$ cat config.mk
export PLATFORM = sky130hd
export DESIGN_NAME = avl_apb_rr_requester
export DESIGN_NICKNAME = d
export VERILOG_FILES = /design/src/rtl/avl_apb_pkg.sv /design/src/rtl/avl_apb_rr_arbiter.sv /design/src/rtl/avl_apb_rr_requester.sv
export SDC_FILE = /design/constraint.sdc
export NUM_CORES = 1
export LEC_CHECK = 0
export BUFFER_PORTS_ARGS = -buffer_cell sky130_fd_sc_hd__buf_2
export CAP_MARGIN = 30
export CORE_AREA = 4 4 169 171
export CTS_BUF_LIST = sky130_fd_sc_hd__clkbuf_4 sky130_fd_sc_hd__clkbuf_8 sky130_fd_sc_hd__clkbuf_16
export CTS_CLUSTER_SIZE = 28
export DETAILED_ROUTE_END_ITERATION = 10
export DIE_AREA = 0 0 173 175
export PLACE_DENSITY = 0.58
export SYNTH_ARGS = -nofsm -noshare
export SYNTH_HDL_FRONTEND = slang
export SYNTH_SLANG_ARGS = --single-unit
$ cat constraint.sdc
create_clock -name pclk -period 6 [get_ports pclk]
set_input_delay 1.2 -clock pclk [delete_from_list [all_inputs] [get_ports pclk]]
set_output_delay 1.2 -clock pclk [all_outputs]
set_load 0.005 [all_outputs]
$ cat src/rtl/avl_apb_pkg.sv
// Shared types and helpers for the round-robin APB requester.
// rr_select works on a fixed-width request vector so any NUM_REQ up to RR_MAX can use it.
package avl_apb_pkg;

   typedef enum logic [1:0] {IDLE, SETUP, ACCESS} apb_state_e;

   typedef logic [2:0] apb_prot_t;

   localparam logic DECODE_ERR = 1'b1;
   localparam int   RR_MAX     = 32;

   // First set bit at or after ptr, wrapping at n; -1 when nothing is set.
   function automatic int rr_select(input logic [RR_MAX-1:0] valid, input int ptr, input int n);
      int sel;
      int j;
      sel = -1;
      for (int k = 0; k < RR_MAX; k++) begin
         if (k < n) begin
            j = ptr + k;
            if (j >= n) j = j - n;
            if (sel < 0 && valid[j[4:0]]) sel = j;
         end
      end
      return sel;
   endfunction

endpackage

$ cat src/rtl/avl_apb_rr_arbiter.sv
// Combinational round-robin pick: request vector + priority pointer -> one-hot grant and index.
module avl_apb_rr_arbiter
   import avl_apb_pkg::*;
#(
   parameter int NUM_REQ = 4,
   parameter int IDX_W   = (NUM_REQ > 1) ? $clog2(NUM_REQ) : 1
) (
   input  logic [NUM_REQ-1:0] req,
   input  logic [IDX_W-1:0]   ptr,
   output logic [NUM_REQ-1:0] grant,
   output logic [IDX_W-1:0]   idx,
   output logic               any
);

   logic [RR_MAX-1:0] req_ext;
   int                sel;

   always_comb begin
      req_ext              = '0;
      req_ext[NUM_REQ-1:0] = req;
      sel                  = rr_select(req_ext, int'(ptr), NUM_REQ);
      any                  = (sel >= 0);
      idx                  = any ? IDX_W'(sel) : '0;
      grant                = '0;
      for (int i = 0; i < NUM_REQ; i++)
         grant[i] = any && (sel == i);
   end

endmodule

$ cat src/rtl/avl_apb_rr_requester.sv
// Round-robin shares one APB4 requester port between NUM_REQ local requesters,
// with address-based PSEL decode and a PREADY timeout.
module avl_apb_rr_requester
   import avl_apb_pkg::*;
#(
   parameter int NUM_REQ        = 4,
   parameter int PSEL_WIDTH     = 1,
   parameter int ADDR_WIDTH     = 32,
   parameter int DATA_WIDTH     = 32,
   parameter int SEL_LSB        = 12,
   parameter int TIMEOUT_CYCLES = 256
) (
   input  logic                           pclk,
   input  logic                           preset,
   input  logic [NUM_REQ-1:0]             req_valid,
   output logic [NUM_REQ-1:0]             req_ready,
   input  logic [NUM_REQ-1:0]             req_write,
   input  logic [NUM_REQ*ADDR_WIDTH-1:0]  req_addr,
   input  logic [NUM_REQ*DATA_WIDTH-1:0]  req_wdata,
   input  logic [NUM_REQ*DATA_WIDTH/8-1:0] req_strb,
   input  logic [NUM_REQ*3-1:0]           req_prot,
   output logic [NUM_REQ-1:0]             rsp_valid,
   output logic [DATA_WIDTH-1:0]          rsp_rdata,
   output logic                           rsp_err,
   output logic [ADDR_WIDTH-1:0]          paddr,
   output logic [2:0]                     pprot,
   output logic                           pwrite,
   output logic [DATA_WIDTH-1:0]          pwdata,
   output logic [DATA_WIDTH/8-1:0]        pstrb,
   output logic [PSEL_WIDTH-1:0]          psel,
   output logic                           penable,
   input  logic                           pready,
   input  logic [DATA_WIDTH-1:0]          prdata,
   input  logic                           pslverr
);

   localparam int IDX_W  = (NUM_REQ > 1) ? $clog2(NUM_REQ) : 1;
   localparam int SEL_W  = (PSEL_WIDTH > 1) ? $clog2(PSEL_WIDTH) : 1;
   localparam int CNT_W  = (TIMEOUT_CYCLES > 0) ? $clog2(TIMEOUT_CYCLES + 1) : 1;
   localparam int STRB_W = DATA_WIDTH / 8;

   apb_state_e              state, state_nxt;
   logic [IDX_W-1:0]        ptr, win_idx;
   logic [NUM_REQ-1:0]      win_grant, owner;
   logic                    win_any, accept, done, timeout;
   logic [CNT_W-1:0]        cnt;

   logic [ADDR_WIDTH-1:0]   win_addr;
   logic [DATA_WIDTH-1:0]   win_wdata;
   logic [STRB_W-1:0]       win_strb;
   apb_prot_t               win_prot;
   logic                    win_write;
   logic [SEL_W-1:0]        dec_idx;
   logic                    dec_err;
   logic [PSEL_WIDTH-1:0]   psel_dec;

   avl_apb_rr_arbiter #(.NUM_REQ(NUM_REQ), .IDX_W(IDX_W)) u_arb (
      .req   (req_valid),
      .ptr   (ptr),
      .grant (win_grant),
      .idx   (win_idx),
      .any   (win_any)
   );

   // One-hot grant, so an AND-OR mux picks the winner's fields.
   always_comb begin
      win_addr  = '0;
      win_wdata = '0;
      win_strb  = '0;
      win_prot  = '0;
      win_write = 1'b0;
      for (int i = 0; i < NUM_REQ; i++) begin
         if (win_grant[i]) begin
            win_addr  = req_addr[i*ADDR_WIDTH +: ADDR_WIDTH];
            win_wdata = req_wdata[i*DATA_WIDTH +: DATA_WIDTH];
            win_strb  = req_strb[i*STRB_W +: STRB_W];
            win_prot  = req_prot[i*3 +: 3];
            win_write = req_write[i];
         end
      end
   end

   if (PSEL_WIDTH > 1) begin : g_dec
      assign dec_idx = win_addr[SEL_LSB +: SEL_W];
   end else begin : g_nodec
      assign dec_idx = '0;
   end

   assign dec_err = (int'(dec_idx) >= PSEL_WIDTH);

   always_comb begin
      psel_dec = '0;
      for (int i = 0; i < PSEL_WIDTH; i++)
         psel_dec[i] = (int'(dec_idx) == i);
   end

   assign req_ready = (state == IDLE && !preset) ? win_grant : '0;
   assign accept    = (state == IDLE) && win_any;
   assign timeout   = (TIMEOUT_CYCLES != 0) && (int'(cnt) == TIMEOUT_CYCLES - 1);
   assign done      = (state == ACCESS) && (pready || timeout);

   // Decode errors never leave IDLE; their response is issued straight from the accept cycle.
   always_comb begin
      state_nxt = state;
      case (state)
         IDLE:    if (accept && !dec_err) state_nxt = SETUP;
         SETUP:   state_nxt = ACCESS;
         ACCESS:  if (done) state_nxt = IDLE;
         default: state_nxt = IDLE;
      endcase
   end

   always_ff @(posedge pclk or posedge preset) begin
      if (preset) begin
         state     <= IDLE;
         ptr       <= '0;
         owner     <= '0;
         cnt       <= '0;
         paddr     <= '0;
         pprot     <= '0;
         pwrite    <= 1'b0;
         pwdata    <= '0;
         pstrb     <= '0;
         psel      <= '0;
         penable   <= 1'b0;
         rsp_valid <= '0;
         rsp_err   <= 1'b0;
         rsp_rdata <= '0;
      end else begin
         state     <= state_nxt;
         rsp_valid <= '0;
         rsp_err   <= 1'b0;
         rsp_rdata <= '0;

         if (accept) begin
            ptr   <= (win_idx == IDX_W'(NUM_REQ - 1)) ? '0 : win_idx + 1'b1;
            owner <= win_grant;
            if (dec_err) begin
               rsp_valid <= win_grant;
               rsp_err   <= DECODE_ERR;
            end else begin
               paddr  <= win_addr;
               pprot  <= win_prot;
               pwrite <= win_write;
               pwdata <= win_write ? win_wdata : '0;
               pstrb  <= win_write ? win_strb : '0;
               psel   <= psel_dec;
            end
         end

         case (state)
            SETUP: begin
               penable <= 1'b1;
               cnt     <= '0;
            end
            ACCESS: begin
               if (cnt != '1) cnt <= cnt + 1'b1;
               if (done) begin
                  psel      <= '0;
                  penable   <= 1'b0;
                  rsp_valid <= owner;
                  rsp_err   <= pready ? pslverr : 1'b1;
                  rsp_rdata <= (pready && !pwrite) ? prdata : '0;
               end
            end
            default: ;
         endcase
      end
   end

endmodule

=== Word-level counts from Yosys, hierarchy flattened ===
Index checks and enable logic that the tools add are counted.

* Register bits: 128
* Bits in latches: 0
* Logic and storage cells: 125
* RAM bits: 0
* Memory bits (read-only): 0
* Memories kept: 0

* Magnitude comparators: 12
* $mul: 0
* Reduce and logical (&&, ||, !) cells: 20
* Divide/modulo/power cells: 0
* Equal/unequal tests: 11
* Shift operators: 0
* Bitwise logic cells: 0
* Multiplexer cells: 59
* $add $sub $neg: 9

{| class="wikitable"
|+ Operators with widths
! operator !! count
|-
| $mux 32 || 20
|-
| $ge 32x4->1 const B || 3
|-
| $lt 32x1->1 const B || 3
|-
| $sub 32x4->32 const B || 3
|-
| $eq 32x3->1 const B || 2
|-
| $eq 32x2->1 const B || 1
|-
| $ge 32x1->1 const B || 1
|-
| $logic_not 32->1 || 1
|-
| $mux 4 || 8
|-
| $lt 5x6->1 const B || 4
|-
| $bmux 1 s5 || 4
|-
| $pmux 9 s2 || 1
|-
| $mux 1 || 15
|-
| $mux 3 || 4
|-
| $logic_and 1x1->1 || 11
|-
| $add 9x1->9 const B || 1
|-
| $eq 9x9->1 const B || 1
|-
| $mux 9 || 1
|-
| $ne 9x9->1 const B || 1
|-
| $mux 2 || 4
|-
| $add 2x2->3 const B || 2
|-
| $pmux 2 s3 || 1
|-
| $reduce_and 2->1 || 3
|-
| $eq 2x2->1 const B || 2
|-
| 12 further kinds || 14
|}

=== Depth between registers and ports, before layout ===
Gate-level depths: netlist (run 1).

* Depth in word-level cells: 21
* Gate-level depth with buffers: 12
* Mapped depth without buffers: 10

=== Cells and area by module ===
Synthesis (run 1) repeated with hierarchy kept, for this count alone.

* Cell total of the unflattened synthesis: 858
* Area total of the unflattened synthesis: 7927.6 µm²

{| class="wikitable"
|+ Modules (own cells, without submodules)
! module !! seq. area each (µm²) !! instances !! cells each !! area an instance (µm²)
|-
| avl_apb_rr_requester || 3203.1 || 1 || 799 || 7459.7
|-
| avl_apb_rr_arbiter || 0.0 || 1 || 59 || 467.9
|}

=== Least setup slack after synthesis (run 1) ===
Ideal clock, no wire load.

* Path kind: input to output
* Start point: in req_valid[2]
* End point: out req_ready[1]
* Setup slack: 1.991 ns
* Arrival time: 2.809 ns
* Stages on the path: 7
* Data required time: 4.800 ns
* Path through: mux4_2 > a31o_1 > nand2_1 > buf_2 > buf_4 > clkbuf_1 > and3_1

* Longest elaborated chain between the ends: 15
* Elaborated cells on any way between the ends: 22
* Those cells by class: order compare: 4; eq/ne: 1; mux: 13; reduce/logical: 4

{| class="wikitable"
|+ RTL lines
! what !! RTL line !! text
|-
| start, declared || avl_apb_rr_requester.sv:15 || <nowiki>input logic [NUM_REQ-1:0] req_valid,</nowiki>
|-
| $bmux 1 s5 || avl_apb_pkg.sv:21 || <nowiki>if (sel < 0 && valid[j[4:0]]) sel = j;</nowiki>
|-
| $mux 1 (not written as such) || avl_apb_pkg.sv:21 ||
|-
| $mux 32 || avl_apb_pkg.sv:21 ||
|-
| $lt 32x1->1 || avl_apb_pkg.sv:21 ||
|-
| $logic_and 1x1->1 || avl_apb_pkg.sv:21 ||
|-
| $mux 32 || avl_apb_pkg.sv:21 ||
|-
| $lt 32x1->1 || avl_apb_pkg.sv:21 ||
|-
| $logic_and 1x1->1 || avl_apb_pkg.sv:21 ||
|-
| $mux 32 || avl_apb_pkg.sv:21 ||
|-
| $lt 32x1->1 || avl_apb_pkg.sv:21 ||
|-
| $logic_and 1x1->1 || avl_apb_pkg.sv:21 ||
|-
| $mux 32 * || avl_apb_pkg.sv:21 ||
|-
| $ge 32x1->1 or $eq 32x2->1 (tied branches) || avl_apb_rr_arbiter.sv:22, avl_apb_rr_arbiter.sv:26 ||
|-
| $logic_and 1x1->1 * || avl_apb_rr_arbiter.sv:26 || <nowiki>grant[i] = any && (sel == i);</nowiki>
|-
| $mux 4 * || avl_apb_rr_requester.sv:97 || <nowiki>assign req_ready = (state == IDLE && !preset) ? win_grant : '0;</nowiki>
|-
| end, declared || avl_apb_rr_requester.sv:16 || <nowiki>output logic [NUM_REQ-1:0] req_ready,</nowiki>
|}

Every way passes the cells marked *; elsewhere a longest branch is shown, timed or not. The select of a mux whose other input is x is not followed.

=== Worst setup path in the final report (run 1) ===
* Start point: reg ptr[0]
* End point: out req_ready[1]

* Longest elaborated chain between the ends: 17
* Elaborated cells on any way between the ends: 37
* Those cells by class: add/sub: 7; order compare: 8; eq/ne: 1; mux: 17; reduce/logical: 4

{| class="wikitable"
|+ RTL lines
! what !! RTL line !! text
|-
| start, declared || avl_apb_rr_requester.sv:43 || <nowiki>logic [IDX_W-1:0] ptr, win_idx;</nowiki>
|-
| start signal, assigned || avl_apb_rr_requester.sv:136 || <nowiki>ptr <= (win_idx == IDX_W'(NUM_REQ - 1)) ? '0 : win_idx + 1'b1;</nowiki>
|-
| $sub 2x3->4 or $ge 2x3->1 (tied branches) || avl_apb_pkg.sv:20 || <nowiki>if (j >= n) j = j - n;</nowiki>
|-
| $mux 32 || avl_apb_pkg.sv:20 ||
|-
| $bmux 1 s5 || avl_apb_pkg.sv:21 ||
|-
| $mux 1 (not written as such) || avl_apb_pkg.sv:21 ||
|-
| $mux 32 || avl_apb_pkg.sv:21 ||
|-
| $lt 32x1->1 || avl_apb_pkg.sv:21 ||
|-
| $logic_and 1x1->1 || avl_apb_pkg.sv:21 ||
|-
| $mux 32 || avl_apb_pkg.sv:21 ||
|-
| $lt 32x1->1 || avl_apb_pkg.sv:21 ||
|-
| $logic_and 1x1->1 || avl_apb_pkg.sv:21 ||
|-
| $mux 32 || avl_apb_pkg.sv:21 ||
|-
| $lt 32x1->1 || avl_apb_pkg.sv:21 ||
|-
| $logic_and 1x1->1 || avl_apb_pkg.sv:21 ||
|-
| $mux 32 * || avl_apb_pkg.sv:21 ||
|-
| $ge 32x1->1 or $eq 32x2->1 (tied branches) || avl_apb_rr_arbiter.sv:22, avl_apb_rr_arbiter.sv:26 ||
|-
| $logic_and 1x1->1 * || avl_apb_rr_arbiter.sv:26 ||
|-
| $mux 4 * || avl_apb_rr_requester.sv:97 ||
|}

Marked as above.

==> key figures, run 1 <==
Flow run
  – Max-cap violation count: 0

Die
  – I/O Pins: roughly 440
  – Core ar.: about 0.027 mm²
  – Initial Util: 25.25%
  – Row cnt: 60
  – Die Span Y: 175 µm
  – Die width: 173 µm
  – Die ar.: just over 0.03 mm²

Critical path
  – Cells on worst reg2reg path: 11
  – R2r setup slk: 2180 ps
  – CP required: around 4800 ps
  – CP arrival: around 3200 ps
  – CP max FO: 35
  – Crit. End Element: output port
  – Kind of critical path: reg -> out
  – Reg2reg start: ptr[0]
  – Worst R2R End: pwdata[4]
  – CP Launch Type: flip-flop

STA
  – Finish-stage setup viols: 0
  – Final Hold Vio Count: 0
  – RSZ-0062 raised after global routing: false
  – Min Tclk post-route: 4391 ps
  – Max Clock Freq: 0.2277 GHz
  – Max-slew violation count: 0
  – Least-Margin Pin Slew: 900.0 ps
  – Period utilization: between 70% and 80%
  – Worst rel slew slack: between 30% and 40%
  – Final Skew: between 10 and 15 ps
  – Setup TNS: 0 ps
  – Worst setup margin: roughly 1600 ps
  – Hold Slack: 470.0 ps

Finish
  – # diodes: 0
  – Most frequent cells in the layout: 442 x buf_2, 128 x nand2_1, 128 x dfrtp_1
  – Nets: approximately 1500
  – Fraction of layout cells with a size suffix above 1: between 40% and 50%
  – Area grow syn2layout: 45.35%
  – Most common cell after layout, fill and taps aside: buf_2

Drt
  – Initial DRC Count: between 500 and 600
  – Wire per inst: 18.58 µm
  – Drt pass-1 iters: 5
  – Vias: roughly 7200
  – Vias/cell: 4.908
  – Antenna viol nets, final: 0
  – DRC Markers: 0
  – Post-Route WL: 27.39 mm

Worst hold path
  – Hold path startpoint: paddr[1]
  – Hold Path Stages: 1
  – Hold WC Path Type: reg -> reg
  – Hold endpoint: paddr[1]

Power and ir drop
  – Lkg Pwr: around 5.3 nW
  – Post-route total power: around 0.0057 W
  – Peak supply drop: ~0.00033 V
  – PD cells: 573.5 mW/mm²

Synthesis
  – Post-synthesis cell count: just over 700
  – Main synth FF type: dfrtp_1
  – Sequential area share after synthesis: a little under half
  – Post-synth EDFFs: 0
  – Top post-synthesis cells by area: dfrtp_1 47%, a21o_1 8.0%, nand2_1 7.2%, a221oi_1 4.5%, a311oi_1 4.5%
  – Average size of a mapped cell: roughly 9.5 µm²
  – #FFs+latches synth: around 130
  – Syn_nets: approximately 1000
  – Synthesized area: 0.006787 mm²
  – YS warnings: 0
  – Yosys top cell area share: a little under half
  – Netlist cell types: 44
  – Cell accounting for the most synthesized area: dfrtp_1
  – Ys async rst share: 100.0%

Clocking
  – CTS buffer count: 17
  – Hold-fix buffers at CTS: 0
  – Worst-path clk slew: around 60 ps
  – Clk_lat worst skew: 410 ps
  – Post-CTS Setup Bufs: 0
  – Clock sink total: ~130
  – Resized Gates After CTS: 0
  – Root Buffer: clkbuf_16
  – H-Tree Level Count: 4
  – Clock Path Buffers: 2
  – CTS tree: built

Placed design
  – RePlAce Congestion: between 0.8 and 0.9
  – Dpl hpwl: 20.56 mm
  – Placement Setup Slack: 1375 ps
  – Buffers on Ports: between 400 and 500

GRT
  – GR Util All Layers: between 10% and 20%
  – Initial antenna violation count: 2
  – First-pass GRT wire length: between 40 and 50 mm
  – GRT overflow: 0
  – Vias in the first global route: between 7000 and 8000
  – Largest net degree at the start of global routing: 81

Outcome
  – Status: complete, no violations
[through the flow]
step	cells	utilization, %	area (µm²)
detailed placement	1442	34.35	9231
global placement	1441	34.25	9204
global route	1474	36.70	9864
CTS	1473	36.60	9837
finish	1474	36.70	9864
floorplan	714	-	6787
[state kept, by name, indices dropped and copies added (netlist names), 3 cells and up]
name	cells
cnt	9
owner	4
paddr	32
pprot	3
pstrb	4
pwdata	32
rsp_rdata	32
rsp_valid	4
[Yosys cell counts (3+ instances only)]
| cell type | n |
|---|---|
| mux2i_1 | 5 |
| a311oi_1 | 35 |
| ha_1 | 6 |
| a21o_1 | 72 |
| o21ai_0 | 14 |
| clkbuf_1 | 29 |
| and3_1 | 3 |
| buf_4 | 8 |
| o31ai_1 | 38 |
| o22ai_1 | 38 |
| nand4_1 | 3 |
| and2_1 | 38 |
| dfrtp_1 | 128 |
| nand2b_1 | 3 |
| nand2_1 | 130 |
| a21oi_1 | 42 |
| buf_2 | 22 |
| buf_6 | 4 |
| nor2_1 | 13 |
| nor2b_1 | 5 |
| inv_1 | 7 |
| a221oi_1 | 35 |
| nand3_1 | 7 |
[how the worst max path moves through the flow]
stage / start / endpoint / slack (ps)
floorplan: preset / cnt[0] / 1390
global placement: req_valid[1] / req_ready[3] / 1490
detailed placement: req_valid[1] / req_ready[3] / 1380
CTS: ptr[0] / req_ready[3] / 1380
global route: ptr[0] / req_ready[1] / 1410
finish: ptr[0] / req_ready[1] / 1610
[metal layers]
metal  GRT usage, %  vias to the layer above  wire (µm)
met1          21.59                     3400      11330
met4          4.656                        2        483
li1               -                     3459          -
met2          29.12                      338      13450
met5              0                        -          7
met3          4.673                       36       2113
[power by group]
part           internal [W]  total, W  switching [W]
Sequential          0.00115   0.00131       0.000156
Clock              0.000662   0.00109       0.000433
Combinational       0.00125   0.00326        0.00201
[cells by family (layout without fill, tap and decap cells)]
kind of cell,Yosys count,after routing,share of synthesized area (%)
adder cells (fa/ha/maj),6,6,1.106
AND/OR/NAND/NOR,209,209,13.94
AO/OA/AOI/OAI,288,288,30.77
buffers and inverters,73,492,5.328
multiplexers,8,8,1.401
flip-flops,128,128,47.20
XOR/XNOR,2,2,0.2582
[worst max-delay path, cell delays in order (launching register included)]
cell,delay (ps)
dfrtp_1,600
inv_1,180
ha_1,380
a21boi_0,170
a22o_1,300
a31o_2,280
a21oi_4,140
buf_4,390
and3_1,220
buf_2,110
[cell type report]
cell class	instances	area, µm²
clock inverters	14	180.2
fillers	2783	17010
multi-input cells	513	3259
clock buffers	17	425.4
repair buffers	453	2335
inverters	8	35.03
well taps	341	426.7
flip-flops and latches	128	3203
(Power assumes the default switching activity.)
==> run 2: changes to the inputs <==
--- a/config.mk
+++ b/config.mk
@@ -5,6 +5,7 @@
 export SDC_FILE = /design/constraint.sdc
 export NUM_CORES = 1
 export LEC_CHECK = 0
+export ABC_AREA = 1
 export BUFFER_PORTS_ARGS = -buffer_cell sky130_fd_sc_hd__buf_2
 export CAP_MARGIN = 30
 export CORE_AREA = 4 4 169 171
@@ -12,7 +13,7 @@
 export CTS_CLUSTER_SIZE = 28
 export DETAILED_ROUTE_END_ITERATION = 10
 export DIE_AREA = 0 0 173 175
-export PLACE_DENSITY = 0.58
+export PLACE_DENSITY = 0.63
 export SYNTH_ARGS = -nofsm -noshare
 export SYNTH_HDL_FRONTEND = slang
 export SYNTH_SLANG_ARGS = --single-unit
==> constraint.sdc (replaced) <==
create_clock -name pclk -period 3.6 [get_ports pclk]
set_input_delay 0.72 -clock pclk [delete_from_list [all_inputs] [get_ports pclk]]
set_output_delay 0.72 -clock pclk [all_outputs]
set_load 0.005 [all_outputs]
==> run 2 against run 1 <==
Die area unchanged. Utilization rose by 3.1 points. Combinational power grew to 2.6 times the previous value. Register-to-register slack worse by 1800 ps.
==> key figures, run 2 <==
Outcome
  – Status: complete, no violations

Synthesis
  – Post-synth EDFFs: 0
  – Netlist cell types: 32
  – Average size of a mapped cell: between 6 and 7 µm²
  – Synthesized area: around 0.0075 mm²
  – Yosys top cell area share: about 43%
  – Sequential area share after synthesis: ~43%
  – YS warnings: 0
  – #FFs+latches synth: about 130
  – Most common cell in the synthesized netlist: nand2_1
  – List of most frequent post-synthesis cells: 347 x nand2_1, 217 x nand3_1, 164 x nor2_1
  – Ys async rst share: between 90% and 100%
  – Main synth FF type: dfrtp_1
  – Post-synthesis cell count: between 1000 and 1500
  – Syn_nets: approximately 1400
  – Top post-synthesis cells by area: dfrtp_1 43%, nand2_1 17%, nand3_1 15%, nor2_1 8.2%, inv_1 3.4%
  – Cell accounting for the most synthesized area: dfrtp_1

Clocking
  – CTS tree: built
  – Clock sink total: 128
  – H-Tree Level Count: 4
  – Root Buffer: clkbuf_16
  – Clk_lat worst skew: 420 ps
  – Clock Path Buffers: 2
  – CTS buffer count: 17
  – Worst-path clk slew: ~60 ps

STA
  – Max-slew violation count: 0
  – Least-Margin Pin Slew: ~740 ps
  – Final Hold Vio Count: 0
  – Setup TNS: 0 ps
  – Min Tclk post-route: 3397 ps
  – Final Skew: 12.99 ps
  – Finish-stage setup viols: 0
  – Hold Slack: 475.2 ps
  – Period utilization: a little over nine tenths
  – Max Clock Freq: roughly 0.3 GHz
  – Worst rel slew slack: about half

GRT
  – Layer with the highest usage: met2
  – GRT overflow: 0
  – Vias in the first global route: between 8000 and 9000
  – GR Util All Layers: between 10% and 20%
  – Met1 usage: a little under a quarter
  – M2 GR Usage: between 30% and 40%
  – Initial antenna violation count: 7
  – Largest net degree at the start of global routing: 129
  – First-pass GRT wire length: 47.59 mm
  – Met3 usage: ~6.7%

Die
  – Row cnt: 60
  – Die width: roughly 170 µm
  – Die ar.: a little over 0.03 mm²
  – Initial Util: roughly 28%
  – I/O Pins: about 440
  – Core ar.: about 0.027 mm²
  – Die Span Y: ~180 µm

Placed design
  – Inst Count DP: 1827
  – Placed inst area: 0.009962 mm²
  – Dpl hpwl: between 20 and 25 mm
  – RePlAce Congestion: a little over 0.9
  – Buffers on Ports: about 440

Finish
  – Multi-input logic area: 0.003697 mm²
  – Sequential cell area: 0.003206 mm²
  – Most frequent cells in the layout: 442 x buf_2, 345 x nand2_1, 217 x nand3_1
  – Area grow syn2layout: 43.48%
  – Design Area, Final: between 0.01 and 0.015 mm²
  – Most common cell after layout, fill and taps aside: buf_2
  – Largest registers: paddr x32, pwdata x32, rsp_rdata x32
  – Fraction of layout cells with a size suffix above 1: about a third
  – Fillers: between 2000 and 3000
  – Final instance count without filler cells: 1869
  – Nets: about 1800

Flow run
  – Max-cap violation count: 0

Critical path
  – Cells on worst reg2reg path: 17
  – Kind of critical path: reg -> out
  – CP required: 2880 ps
  – CP arrival: around 2700 ps
  – CP Launch Type: flip-flop
  – Crit. End Element: output port
  – CP max FO: 6

Drt
  – Vias/cell: around 4.7
  – Initial DRC Count: 571
  – Post-Route WL: 31.57 mm
  – Vias: roughly 8800
  – DRC Markers: 0
  – Antenna viol nets, final: 0
  – Drt pass-1 iters: 5
  – Wire per inst: ~17 µm

Worst hold path
  – Hold Path Stages: 2
  – Hold WC Path Type: reg -> reg

Power and ir drop
  – Peak supply drop: roughly 0.00084 V
  – PD cells: 1155 mW/mm²
  – Lkg Pwr: approximately 6.1 nW
==> run 2: cells by family after synthesis <==
logic type,share of synthesized area [%]
adder cells (fa/ha/maj),1.006
AO/OA/AOI/OAI,5.500
buffers and inverters,8.468
AND/OR/NAND/NOR,42.10
flip-flops,42.92
==> run 2: path summary, 6_finish.rpt <==
check / endpoint / slack, ps / startpoint
max: req_ready[2] / 200 / ptr[1]
min: pwdata[16] / 480 / pwdata[16]
max reg2reg: pwdata[24] / 360 / ptr[1]
min reg2reg: pwdata[16] / 480 / pwdata[16]
max in group asynchronous: pwdata[1] / 2520 / preset
min in group asynchronous: pwrite / 490 / preset
==> run 2: stage by stage <==
| stage | total power (W) | worst slack [ps] | util [%] |
|---|---|---|---|
| floorplan | 0.007922 | -123.0 | - |
| global placement | 0.01018 | 356.9 | 36.96 |
| detailed placement | 0.01037 | 198.4 | 37.07 |
| CTS | 0.01224 | 30.79 | 39.33 |
| global route | 0.01358 | -3.075 | 39.84 |
| finish | 0.01236 | 202.8 | 39.84 |
==> run 2: timing repair <==
| item | 4_1_cts | 5_1_grt |
|---|---|---|
| cloned | 0 | 1 |
| hold buffers | 0 | 0 |
| pin swaps | 0 | 3 |
| endpoints found under the setup margin | 2 | 40 |
| setup buffers | 0 | 5 |
| gates resized for setup | 7 | 10 |
==> run 2: where the power goes <==
group | switching, W | leakage (nW) | internal (W) | total (W)
Sequential | 0.000229 | 1.69 | 0.00191 | 0.00213
Clock | 0.000778 | 0.285 | 0.000989 | 0.00177
Combinational | 0.00571 | 4.13 | 0.00275 | 0.00846
==> run 2: per-layer routing <==
| layer | routed length, µm | vias up |
|---|---|---|
| met4 | 916 | 4 |
| li1 | - | 4334 |
| met3 | 2842 | 51 |
| met2 | 15370 | 403 |
| met5 | 28 | - |
| met1 | 12410 | 4055 |
==> run 2: layout make-up <==
| class | count | area share (%) |
|---|---|---|
| multi-input cells | 825 | 34.53 |
| flip-flops and latches | 128 | 29.94 |
| repair buffers | 463 | 23.19 |
| well taps | 341 | 3.985 |
| clock buffers | 17 | 3.973 |
| inverters | 76 | 2.770 |
| clock inverters | 15 | 1.519 |
| diodes | 4 | 0.09349 |
==> run 2: critical path, cell delays in order, from the launching register on <==
cell	delay, ps
dfrtp_2	420
clkinvlp_4	150
ha_4	320
inv_1	80
nand3_1	120
nand2_2	100
nor2_4	210
buf_12	130
nand3_2	60
nand2_1	80
nand2_2	100
nor2_4	120
inv_2	90
nor2_4	130
buf_2	140
==> run 3: changes to the inputs <==
--- a/config.mk
+++ b/config.mk
@@ -14,6 +14,7 @@
 export DETAILED_ROUTE_END_ITERATION = 10
 export DIE_AREA = 0 0 173 175
 export PLACE_DENSITY = 0.63
+export SETUP_SLACK_MARGIN = 0.5
 export SYNTH_ARGS = -nofsm -noshare
 export SYNTH_HDL_FRONTEND = slang
 export SYNTH_SLANG_ARGS = --single-unit
==> constraint.sdc (replaced) <==
create_clock -name pclk -period 2.9 [get_ports pclk]
set_input_delay 0.58 -clock pclk [delete_from_list [all_inputs] [get_ports pclk]]
set_output_delay 0.58 -clock pclk [all_outputs]
set_load 0.005 [all_outputs]
==> run 3 against run 2 <==
Via count grew 4.8%. Highest routed layer unchanged. Global-route usage grew 1.8 points. Routed wire length grew 12%. Worst hold slack lost 120 ps. Critical endpoint is now req_ready[3]. Utilization grew 4.8 points. Register-to-register slack lost 110 ps. Sequential power grew 23%. Clock-buffer cell count is the same. First-iteration DRC count grew 6.1%. Critical path depth is the same. Worst setup slack lost 160 ps.
==> key figures, run 3 (synthesis gave the netlist of run 2 again) <==
Clocking
  – Clock sink total: roughly 130
  – Hold-fix buffers at CTS: 0
  – Root Buffer: clkbuf_16
  – Clk_lat worst skew: 420 ps
  – CTS tree: built
  – Worst-path clk slew: approximately 70 ps
  – Clock Path Buffers: 2
  – CTS buffer count: 17
  – H-Tree Level Count: 4

Drt
  – Drt pass-1 iters: 5
  – DRC Markers: 0
  – Antenna viol nets, final: 0
  – Wire per inst: 18.35 µm
  – Vias/cell: 4.830
  – Post-Route WL: between 30 and 40 mm
  – Initial DRC Count: 606
  – Vias: between 9000 and 10000

Finish
  – Fraction of layout cells with a size suffix above 1: between 40% and 50%
  – Most common cell after layout, fill and taps aside: buf_2
  – Most frequent cells in the layout: 441 x buf_2, 324 x nand2_1, 195 x nand3_1
  – Nets: approximately 1900
  – Area grow syn2layout: 60.78%
  – Fillers: 2720
  – Fin util: around 45%
  – Largest registers: paddr x32, pwdata x32, rsp_rdata x32

Critical path
  – Kind of critical path: reg -> out
  – CP arrival: between 2000 and 2500 ps
  – Worst path max stage delay: around 380 ps
  – CP Launch Type: flip-flop
  – Crit. End Element: output port
  – Crit-path cells: inv_2, ha_4, inv_4, nand3_4, nand2_4, nor2_4, buf_4, buf_6, nand3b_4, nand3_4, nor2_4, inv_2, nor2_1, buf_2
  – CP max FO: 6
  – CP required: roughly 2300 ps
  – Slowest CP cell: dfrtp_1

Power and ir drop
  – Lkg Pwr: about 6.6 nW
  – Peak supply drop: between 0.0007 and 0.0008 V
  – Post-route total power: 0.01988 W
  – PD cells: 1657 mW/mm²

Placed design
  – Dpl hpwl: around 24 mm
  – Buffers on Ports: ~440
  – RePlAce Congestion: 0.9027
  – Placement Setup Slack: roughly 150 ps

STA
  – Final Skew: between 15 and 20 ps
  – Worst rel slew slack: about half
  – Worst setup margin: roughly 44 ps
  – Max-slew violation count: 0
  – Least-Margin Pin Slew: about 740 ps
  – Finish-stage setup viols: 0
  – Max Clock Freq: 0.3501 GHz
  – RSZ-0062 raised after global routing: true
  – Min Tclk post-route: roughly 2900 ps
  – Final Hold Vio Count: 0
  – Period utilization: just under 100%

GRT
  – Vias in the first global route: about 9100
  – Met1 usage: between 20% and 30%
  – First-pass GRT wire length: approximately 50 mm
  – GRT overflow: 0
  – Met3 usage: under 10%
  – M2 GR Usage: a little over a third
  – Largest net degree at the start of global routing: about 130
  – Initial antenna violation count: 6
  – GR Util All Layers: 21.59%
  – Layer with the highest usage: met2

Flow run
  – Max-cap violation count: 0

Outcome
  – Status: complete, no violations

Die
  – Row cnt: 60
  – Die width: around 170 µm
  – Core ar.: approximately 0.027 mm²
  – Die ar.: between 0.03 and 0.04 mm²
  – Die Span Y: 175 µm
  – Initial Util: 27.77%
  – I/O Pins: 443

Worst hold path
  – Hold WC Path Type: in -> async
-- run 3: cell types whose count changed in the layout (fill, tap and decap cells not counted), moves of 7 or more --
cell     change
nand3_2     +16
nand2_1     -21
buf_4       +14
buf_6       +13
a21oi_2     +16
nand2_8      +7
nor2_2       +7
a21oi_1     -17
buf_16      +11
nand3_1     -22
nor2_1      -12
nand2_2     +14
-- run 3: layout make-up --
class                      instances  area, µm²  area share [%]
sequential                       128       3203           26.70
clock buffer                      17      425.4           3.546
antenna                            2      5.005         0.04171
multi-input combinational        831       4230           35.26
clock inverter                    15      168.9           1.408
inverter                          76      309.0           2.576
timing repair buffer             510       3229           26.92
tap                              341      426.7           3.556
-- run 3: worst max-delay path: cells and delay by family, from the launching register on --
family	cells	cell delay, ps
buf+inv	6	610
simple gates	7	620
flops	1	380
fa+ha+maj	1	220
-- run 3: worst paths after layout --
check / startpoint / to / slack, ps / depth (start not counted)
setup / recovery: ptr[0] / req_ready[3] / 40 / 14
max in group asynchronous: preset / paddr[21] / 1950 / 3
setup reg to reg: ptr[0] / paddr[15] / 250 / 19
hold reg to reg: pwdata[6] / pwdata[6] / 480 / 2
hold / removal: preset / owner[1] / 350 / 3
min in group pclk: prdata[30] / rsp_rdata[30] / 360 / 3
-- run 3: power breakdown --
part	internal, W	switching, W
Sequential	0.00236	0.000272
Combinational	0.00605	0.00903
Clock	0.00116	0.00101
Total	0.00957	0.0103
-- run 3: timing repair --
item / 4_1_cts / 5_1_grt
buffers inserted: 19 / 12
pin swaps: 39 / 16
endpoints found under the setup margin: 78 / 109
resized for setup: 103 / 72
cloned: 14 / 3
-- run 3: per-layer routing --
metal | vias up | wire, µm
met4 | 8 | 1120
li1 | 4459 | -
met2 | 441 | 17150
met3 | 62 | 2867
met5 | - | 55
met1 | 4303 | 14050
-- run 3: through the flow --
step                      TNS (ps)  cells  area, µm²  hold slack (ps)
after floorplan              -2172   1097       7466            453.0
after global placement           0   1838      10040            456.5
after detailed placement         0   1838      10040            462.4
after CTS                        0   1903      11570            345.0
after global routing        -198.9   1920      12000            345.3
final                            0   1920      12000            351.8
